[config.mk]
export PLATFORM = sky130hd
export DESIGN_NAME = axis_uart_frame_tx
export DESIGN_NICKNAME = d
export VERILOG_FILES = /design/src/rtl/axis_uart_frame_tx.sv
export SDC_FILE = /design/constraint.sdc
export NUM_CORES = 1
export LEC_CHECK = 0
export BUFFER_PORTS_ARGS = -buffer_cell sky130_fd_sc_hd__buf_4
export CAP_MARGIN = 15
export CORE_UTILIZATION = 56
export CTS_BUF_LIST = sky130_fd_sc_hd__clkbuf_4 sky130_fd_sc_hd__clkbuf_8 sky130_fd_sc_hd__clkbuf_16
export DETAILED_ROUTE_END_ITERATION = 10
export PLACE_DENSITY = 0.84
export SKIP_CTS_REPAIR_TIMING = 1
export SYNTH_ARGS = -nofsm -noshare
export SYNTH_HDL_FRONTEND = slang
export SYNTH_SLANG_ARGS = --single-unit
[constraint.sdc]
create_clock -name aclk -period 8.9 [get_ports aclk]
set_clock_uncertainty 0.1 [all_clocks]
set_input_delay 0.89 -clock aclk [delete_from_list [all_inputs] [get_ports aclk]]
set_output_delay 0.89 -clock aclk [all_outputs]
set_load 0.1 [all_outputs]
[src/rtl/axis_uart_frame_tx.sv]
// axis_uart_frame_tx: serialises one AXI-Stream beat as a UART frame: optional header character, then payload bytes MSB byte first.
// Ports: aclk/aresetn clock and synchronous active-low reset; s_axis_tdata/tvalid/tready payload input (accepted only when idle);
//        uart_tx serial line (idle high); busy high from handshake to end of last stop bit; frame_done one-cycle pulse at frame end.
module axis_uart_frame_tx #(
  parameter int CLKS_PER_BIT = 868,
  parameter int DATA_BYTES = 9,
  parameter int HEADER_EN = 1,
  parameter logic [7:0] HEADER = 8'hA5,
  parameter int PARITY_MODE = 0,
  parameter int STOP_BITS = 1
) (
  input  logic                    aclk,
  input  logic                    aresetn,
  input  logic [8*DATA_BYTES-1:0] s_axis_tdata,
  input  logic                    s_axis_tvalid,
  output logic                    s_axis_tready,
  output logic                    uart_tx,
  output logic                    busy,
  output logic                    frame_done
);
  localparam int BW = $clog2(CLKS_PER_BIT);
  localparam int CW = $clog2(DATA_BYTES + 1) + 1;
  localparam int DW = 8 * DATA_BYTES;
  if (CLKS_PER_BIT < 2) begin : g_bad_cpb
    $error("CLKS_PER_BIT must be >= 2");
  end
  if (DATA_BYTES < 1) begin : g_bad_bytes
    $error("DATA_BYTES must be >= 1");
  end
  if (HEADER_EN != 0 && HEADER_EN != 1) begin : g_bad_hdr
    $error("HEADER_EN must be 0 or 1");
  end
  if (PARITY_MODE < 0 || PARITY_MODE > 2) begin : g_bad_par
    $error("PARITY_MODE must be 0, 1 or 2");
  end
  if (STOP_BITS != 1 && STOP_BITS != 2) begin : g_bad_stop
    $error("STOP_BITS must be 1 or 2");
  end
  typedef enum logic [2:0] {IDLE, START, DATA, PARITY, STOP} state_t;
  state_t r_state, w_state;
  logic [BW-1:0] r_baud;
  logic [2:0] r_bit;
  logic r_stop;
  logic [CW-1:0] r_char;
  logic [DW-1:0] r_buf;
  logic [7:0] r_sh, w_byte;
  logic r_par, r_tx, r_ready, r_busy, r_done;
  logic w_tx, w_ready, w_busy, w_done, w_hs, w_tick, w_next;
  assign w_hs = s_axis_tvalid && r_ready && r_state == IDLE;
  assign w_tick = r_baud == BW'(CLKS_PER_BIT - 1);
  // Character to load: at handshake the header (or top payload byte), afterwards the top of the shift buffer.
  assign w_byte = w_hs ? (HEADER_EN != 0 ? HEADER : s_axis_tdata[DW-1 -: 8]) : r_buf[DW-1 -: 8];
  assign s_axis_tready = r_ready;
  assign uart_tx = r_tx;
  assign busy = r_busy;
  assign frame_done = r_done;
  always_comb begin
    w_state = r_state;
    w_tx = r_tx;
    w_ready = r_ready;
    w_busy = r_busy;
    w_done = 1'b0;
    w_next = 1'b0;
    case (r_state)
      IDLE: begin
        w_tx = 1'b1;
        w_ready = !w_hs;
        w_busy = w_hs;
        if (w_hs) begin
          w_state = START;
          w_tx = 1'b0;
        end
      end
      START: if (w_tick) begin
        w_state = DATA;
        w_tx = r_sh[0];
      end
      DATA: if (w_tick) begin
        if (r_bit != 3'd7) w_tx = r_sh[1];
        else if (PARITY_MODE != 0) begin
          w_state = PARITY;
          w_tx = r_par;
        end else begin
          w_state = STOP;
          w_tx = 1'b1;
        end
      end
      PARITY: if (w_tick) begin
        w_state = STOP;
        w_tx = 1'b1;
      end
      STOP: if (w_tick && r_stop == 1'(STOP_BITS - 1)) begin
        if (r_char == CW'(DATA_BYTES - 1 + HEADER_EN)) begin
          w_state = IDLE;
          w_ready = 1'b1;
          w_busy = 1'b0;
          w_done = 1'b1;
        end else begin
          w_state = START;
          w_tx = 1'b0;
          w_next = 1'b1;
        end
      end
      default: w_state = IDLE;
    endcase
  end
  always_ff @(posedge aclk) begin
    if (!aresetn) begin
      r_state <= IDLE;
      r_baud <= '0;
      r_bit <= '0;
      r_stop <= 1'b0;
      r_char <= '0;
      r_tx <= 1'b1;
      r_ready <= 1'b0;
      r_busy <= 1'b0;
      r_done <= 1'b0;
    end else begin
      r_state <= w_state;
      r_tx <= w_tx;
      r_ready <= w_ready;
      r_busy <= w_busy;
      r_done <= w_done;
      r_baud <= (r_state == IDLE || w_state != r_state || w_tick) ? '0 : r_baud + BW'(1);
      r_bit <= w_state != r_state ? '0 : r_bit + 3'(r_state == DATA && w_tick);
      r_stop <= w_state != r_state ? 1'b0 : r_stop ^ (r_state == STOP && w_tick);
      r_char <= r_state == IDLE ? '0 : r_char + CW'(w_next);
    end
  end
  // Payload buffer shifts up one byte per character; the active character shifts right, LSB on the line.
  always_ff @(posedge aclk) begin
    if (w_hs) r_buf <= HEADER_EN != 0 ? s_axis_tdata : s_axis_tdata << 8;
    else if (w_next) r_buf <= r_buf << 8;
    if (w_hs || w_next) begin
      r_sh <= w_byte;
      r_par <= ^w_byte ^ (PARITY_MODE == 2);
    end else if (r_state == DATA && w_tick) r_sh <= r_sh >> 1;
  end
endmodule

# After elaboration in Yosys (flattened, before gate mapping)
# Index checks and enable logic that the tools add are counted.
dict set report classes {
  n_reduce_logical 20
  bitwise_logic 3
  n_mux 31
  n_addsub 3
  eq_ne 14
}
# operator n
set ops {}
lappend ops {{2-to-1 mux 72 bit} 2}
lappend ops {{2-to-1 mux 8 bit} 3}
lappend ops {{2-to-1 mux 3 bit} 6}
lappend ops {{2-to-1 mux 1 bit} 16}
lappend ops {{one-hot mux 3 bit (5 select lines)} 1}
lappend ops {{!= test 2 bit, second input constant} 6}
lappend ops {{adder 10 x 1 -> 10 bit, second input constant} 1}
lappend ops {{== test 10 bit, second input constant} 1}
lappend ops {{== test 3 x 2 -> 1 bit, second input constant} 2}
lappend ops {{AND reduction 3 bit} 2}
lappend ops {{AND reduction 6 bit} 1}
lappend ops {{nonzero test 2 bit} 3}
lappend ops {{OR reduction 2 bit} 3}
lappend ops {{adder 5 x 1 -> 5 bit} 1}
lappend ops {{== test 5 x 4 -> 1 bit, second input constant} 1}
lappend ops {{logical AND 1 bit} 5}
lappend ops {{one-hot mux 1 bit (5 select lines)} 1}
lappend ops {{nonzero test 5 bit} 1}
lappend ops {{one-hot mux 1 bit (2 select lines)} 2}
lappend ops {{adder 3 x 1 -> 3 bit} 1}
lappend ops {{== test 3 x 1 -> 1 bit, second input constant} 1}
lappend ops {{== test 3 bit, second input constant} 1}
lappend ops {{zero test 3 bit} 1}
lappend ops {{logical OR 1 bit} 3}
lappend ops {{other kinds (5)} 6}
dict set report totals {
  register_bits 106
  word_cells 82
  out_inout_bits 4
}

# Depth between registers and ports, before layout
dict set report depth {
  ltp_word 8
  depth_mapped 11
  depth_no_buf 9
}

# Least setup slack after synthesis
# No wires, ideal clock.
dict set report synth_path {
  path_kind {register to register}
  start {register r_baud[0]}
  end {register r_sh[0], enable pin}
  synth_period_minus_slack_ns 7.734
  n_path_buf 1
  slack_ns 1.166
  stages_incl_launch_ff 7
  t_arrival_ns 7.308
  t_required_ns 8.475
  cell_sequence {dfxtp_1 ha_1 or3b_4 or3_1 buf_2 o21ai_0 or2_2}
}
dict set report synth_via {
  elab_chain_cells 6
  word_cells_on_any_way 7
  cone_classes {eq/ne: 1; mux: 2; reduce/logical: 4}
}
# item line_no
set synth_rtl {}
lappend synth_rtl {{start, declared} 41} ;# logic [BW-1:0] r_baud;
lappend synth_rtl {{start signal, assigned} 124} ;# r_baud <= (r_state == IDLE || w_state != r_state || w_tick) ? '0 : r_baud + BW'(1);
lappend synth_rtl {{== test 10 bit *} 50} ;# assign w_tick = r_baud == BW'(CLKS_PER_BIT - 1);
lappend synth_rtl {{logical AND 1 bit} 92} ;# STOP: if (w_tick && r_stop == 1'(STOP_BITS - 1)) begin
lappend synth_rtl {{2-to-1 mux 1 bit} 92}
lappend synth_rtl {{2-to-1 mux 1 bit} 64} ;# case (r_state)
lappend synth_rtl {{logical OR 1 bit} 134} ;# if (w_hs || w_next) begin
lappend synth_rtl {{nonzero test 2 bit (no source line) *} --}
lappend synth_rtl {{end signal, assigned} 135} ;# r_sh <= w_byte;
lappend synth_rtl {{end signal, assigned} 137} ;# end else if (r_state == DATA && w_tick) r_sh <= r_sh >> 1;
lappend synth_rtl {{end, declared} 46} ;# logic [7:0] r_sh, w_byte;
# Every way passes the cells marked *; elsewhere a longest branch is shown, timed or not.
# A chain may end at the register's enable or synchronous reset.

# Worst setup path after layout
dict set report layout_path {
  start {register r_baud[0]}
  end {register r_sh[5], enable pin}
}
# Same word-level chain as after synthesis.

==> impl_metrics.tcl <==
set metrics [dict create \
    ys_warn_count 0 \
    fp-row-count 32 \
    synth-edff-count 80 \
    grt_pass1_vias 3235 \
    globalRouteOverflowTotal 0 \
    core_um2 7890 \
    path_buf_inv 1 \
    drc 0 \
    dp_cells 625 \
    routedWlPerCell_um 13.3 \
    via_count 3376 \
    drt_iter0_drc 257 \
    cts_buffers 9 \
    ys_seq_area_share_pct 63.0 \
    required_ps 8850 \
    track_usage_pct 20.6 \
    hpwl_um 5610 \
    syn_area_um2 4640 \
    outcome "finished, final reports clean" \
    avgSynthCellArea_um2 9.98 \
    synth_top_area_share_pct 51.8 \
    critPathKind "flip-flop to flip-flop" \
    rsz0062_at_grt "false" \
    nets 614 \
    layout_min_cycle_time_ps 3260 \
    synthFlopType "edfxtp_1" \
    start_kind "flip-flop" \
    die_w_um 93.0 \
    tritoncts "built" \
    critPathSlowestCell "buf_4" \
    finalWirelength_um 8530 \
    tightest_slew_ps 922 \
    filler_cell_count 605 \
    path_clk_slew_ps 100 \
    drv_cap 0 \
    syn-instance-count 465 \
    whs_ps 372 \
    yosys-top-cells-count "nand2_1, edfxtp_1, dfxtp_1" \
    drv_slew 0 \
    root_buffer "clkbuf_8" \
    hold_path.class "flip-flop to flip-flop" \
    multi_input_area_um2 1620 \
    h-tree-depth 3 \
    relSlewSlack_pct 38.5 \
    grt_max_degree 80 \
    setup_viol 0 \
    finalPower_mw 0.926 \
    vias_per_cell 5.28 \
    drive_above_1_share_pct 19.1 \
    antenna_left 0 \
    antenna_found_initial 0 \
    crit_chain "ha_1 > or3b_4 > or3_1 > o21ai_4 > buf_4 > or2_2" \
    max_stage_delay_ps 710 \
    critical_path.top_delay_family "simple AND/OR/NAND/NOR gates" \
    antenna_cells 0 \
    ys_ff_latch 106 \
    p_leak_nw 2.27 \
    synth_area_leaders "edfxtp_1, nand2_1, dfxtp_1" \
    dr.pass1.iters 5 \
    syn_to_final_growth_pct 17.5 \
    final_cells 640 \
    io_buffer_count 78 \
    yosysTopAreaCell "edfxtp_1" \
    initial_core_util_pct 58.8 \
    yosysUniqueCellTypes 44 \
    end_kind "flip-flop" \
    cp.arrival_ps 3200 \
    cts_buffer_depth 2 \
    fmax_mhz 307 \
    finalCritPeriodShare_pct 36.6 \
    register_area_um2 2920 \
    cts_num_sinks 106 \
    yosys.cell_count.top_type "nand2_1" \
    synthArstFlopShare_pct 0 \
    peakVddDrop_v 0.0000969 \
    gp_congestion 0.785 \
    grt_first_pass_wirelength_um 13900 \
    setup_tns_ps 0 \
    dieArea_um2 8650 \
    insertion_delay_ps 350 \
    hold_viol_final 0 \
    synthesis.nets 545 \
    cp_max_fo 74 \
    ios 79 \
    die_y_um 93.0 \
    pwr_density_cell_nw_per_um2 170 \
]
==> metal layers <==
metal	vias up	wire, µm	track usage (%)
met5	-	0	0
met4	0	58	7.95
met3	4	528	3.41
met2	116	4150	34.1
met1	1553	3800	27.4
li1	1703	-	-
==> flip-flops by register name, indices dropped and copies added, names as in the netlist <==
name,cells
busy,1
frame_done,1
r_baud,10
r_bit,3
r_buf,72
r_char,5
r_sh,8
r_state,3
r_stop,1
s_axis_tready,1
uart_tx,1
==> path summary, 6_finish.rpt <==
| kind | to | slack [ps] | startpoint | cells past startpoint |
|---|---|---|---|---|
| setup / recovery | r_sh[5] | 5640 | r_baud[0] | 6 |
| hold / removal | r_baud[0] | 370 | r_baud[0] | 1 |
| setup reg to reg | r_sh[5] | 5640 | r_baud[0] | 6 |
| hold reg to reg | r_baud[0] | 370 | r_baud[0] | 1 |
==> kinds of logic (layout without fill, tap and decap cells) <==
family | after synthesis | in the layout | synth area share [%]
AO/OA/AOI/OAI | 35 | 35 | 4.77
XOR/XNOR | 12 | 12 | 2.26
adder cells (fa/ha/maj) | 5 | 5 | 1.35
buffers and inverters | 27 | 100 | 2.56
flip-flops | 106 | 106 | 63.0
multiplexers | 1 | 1 | 0.243
AND/OR/NAND/NOR | 279 | 279 | 25.8
==> through the flow <==
stage	area [µm²]	util, %	setup WS, ps
floorplan	4640	-	1170
global placement	5290	67.1	5720
detailed placement	5290	67.1	5620
CTS	5450	69.1	5610
global route	5450	69.1	5450
finish	5450	69.1	5640
==> power breakdown <==
part | internal (mW) | switching (mW)
clock network | 0.0978 | 0.153
logic | 0.0430 | 0.0611
registers | 0.564 | 0.00743
==> cell type report <==
cell class	count	share of cell area, %
repair buffers	82	11.3
multi-input cells	332	29.6
well taps	102	2.34
clock inverters	6	0.643
flip-flops and latches	106	53.6
clock buffers	9	2.27
inverters	3	0.207
==> placed cells by master, fill, tap and decap left out, drive strengths merged, types with 2 or more instances in the layout <==
cell and n:
edfxtp 80, a211oi 2, o21ai 14, o21a 3
and2 12, a21o 2, buf 82, clkbuf 9
or3b 2, or2 3, nor3 5, xnor2 4
a31oi 3, nand2b 3, clkinv 3, inv 3
xor2 8, nor2 19, nand4bb 2, ha 5
nand3 15, or3 3, dfxtp 26, nand4 4
nand2 202, and3 3, a21boi 2, a21oi 4
clkinvlp 3
No activity file was read; power rests on OpenSTA's default activity.
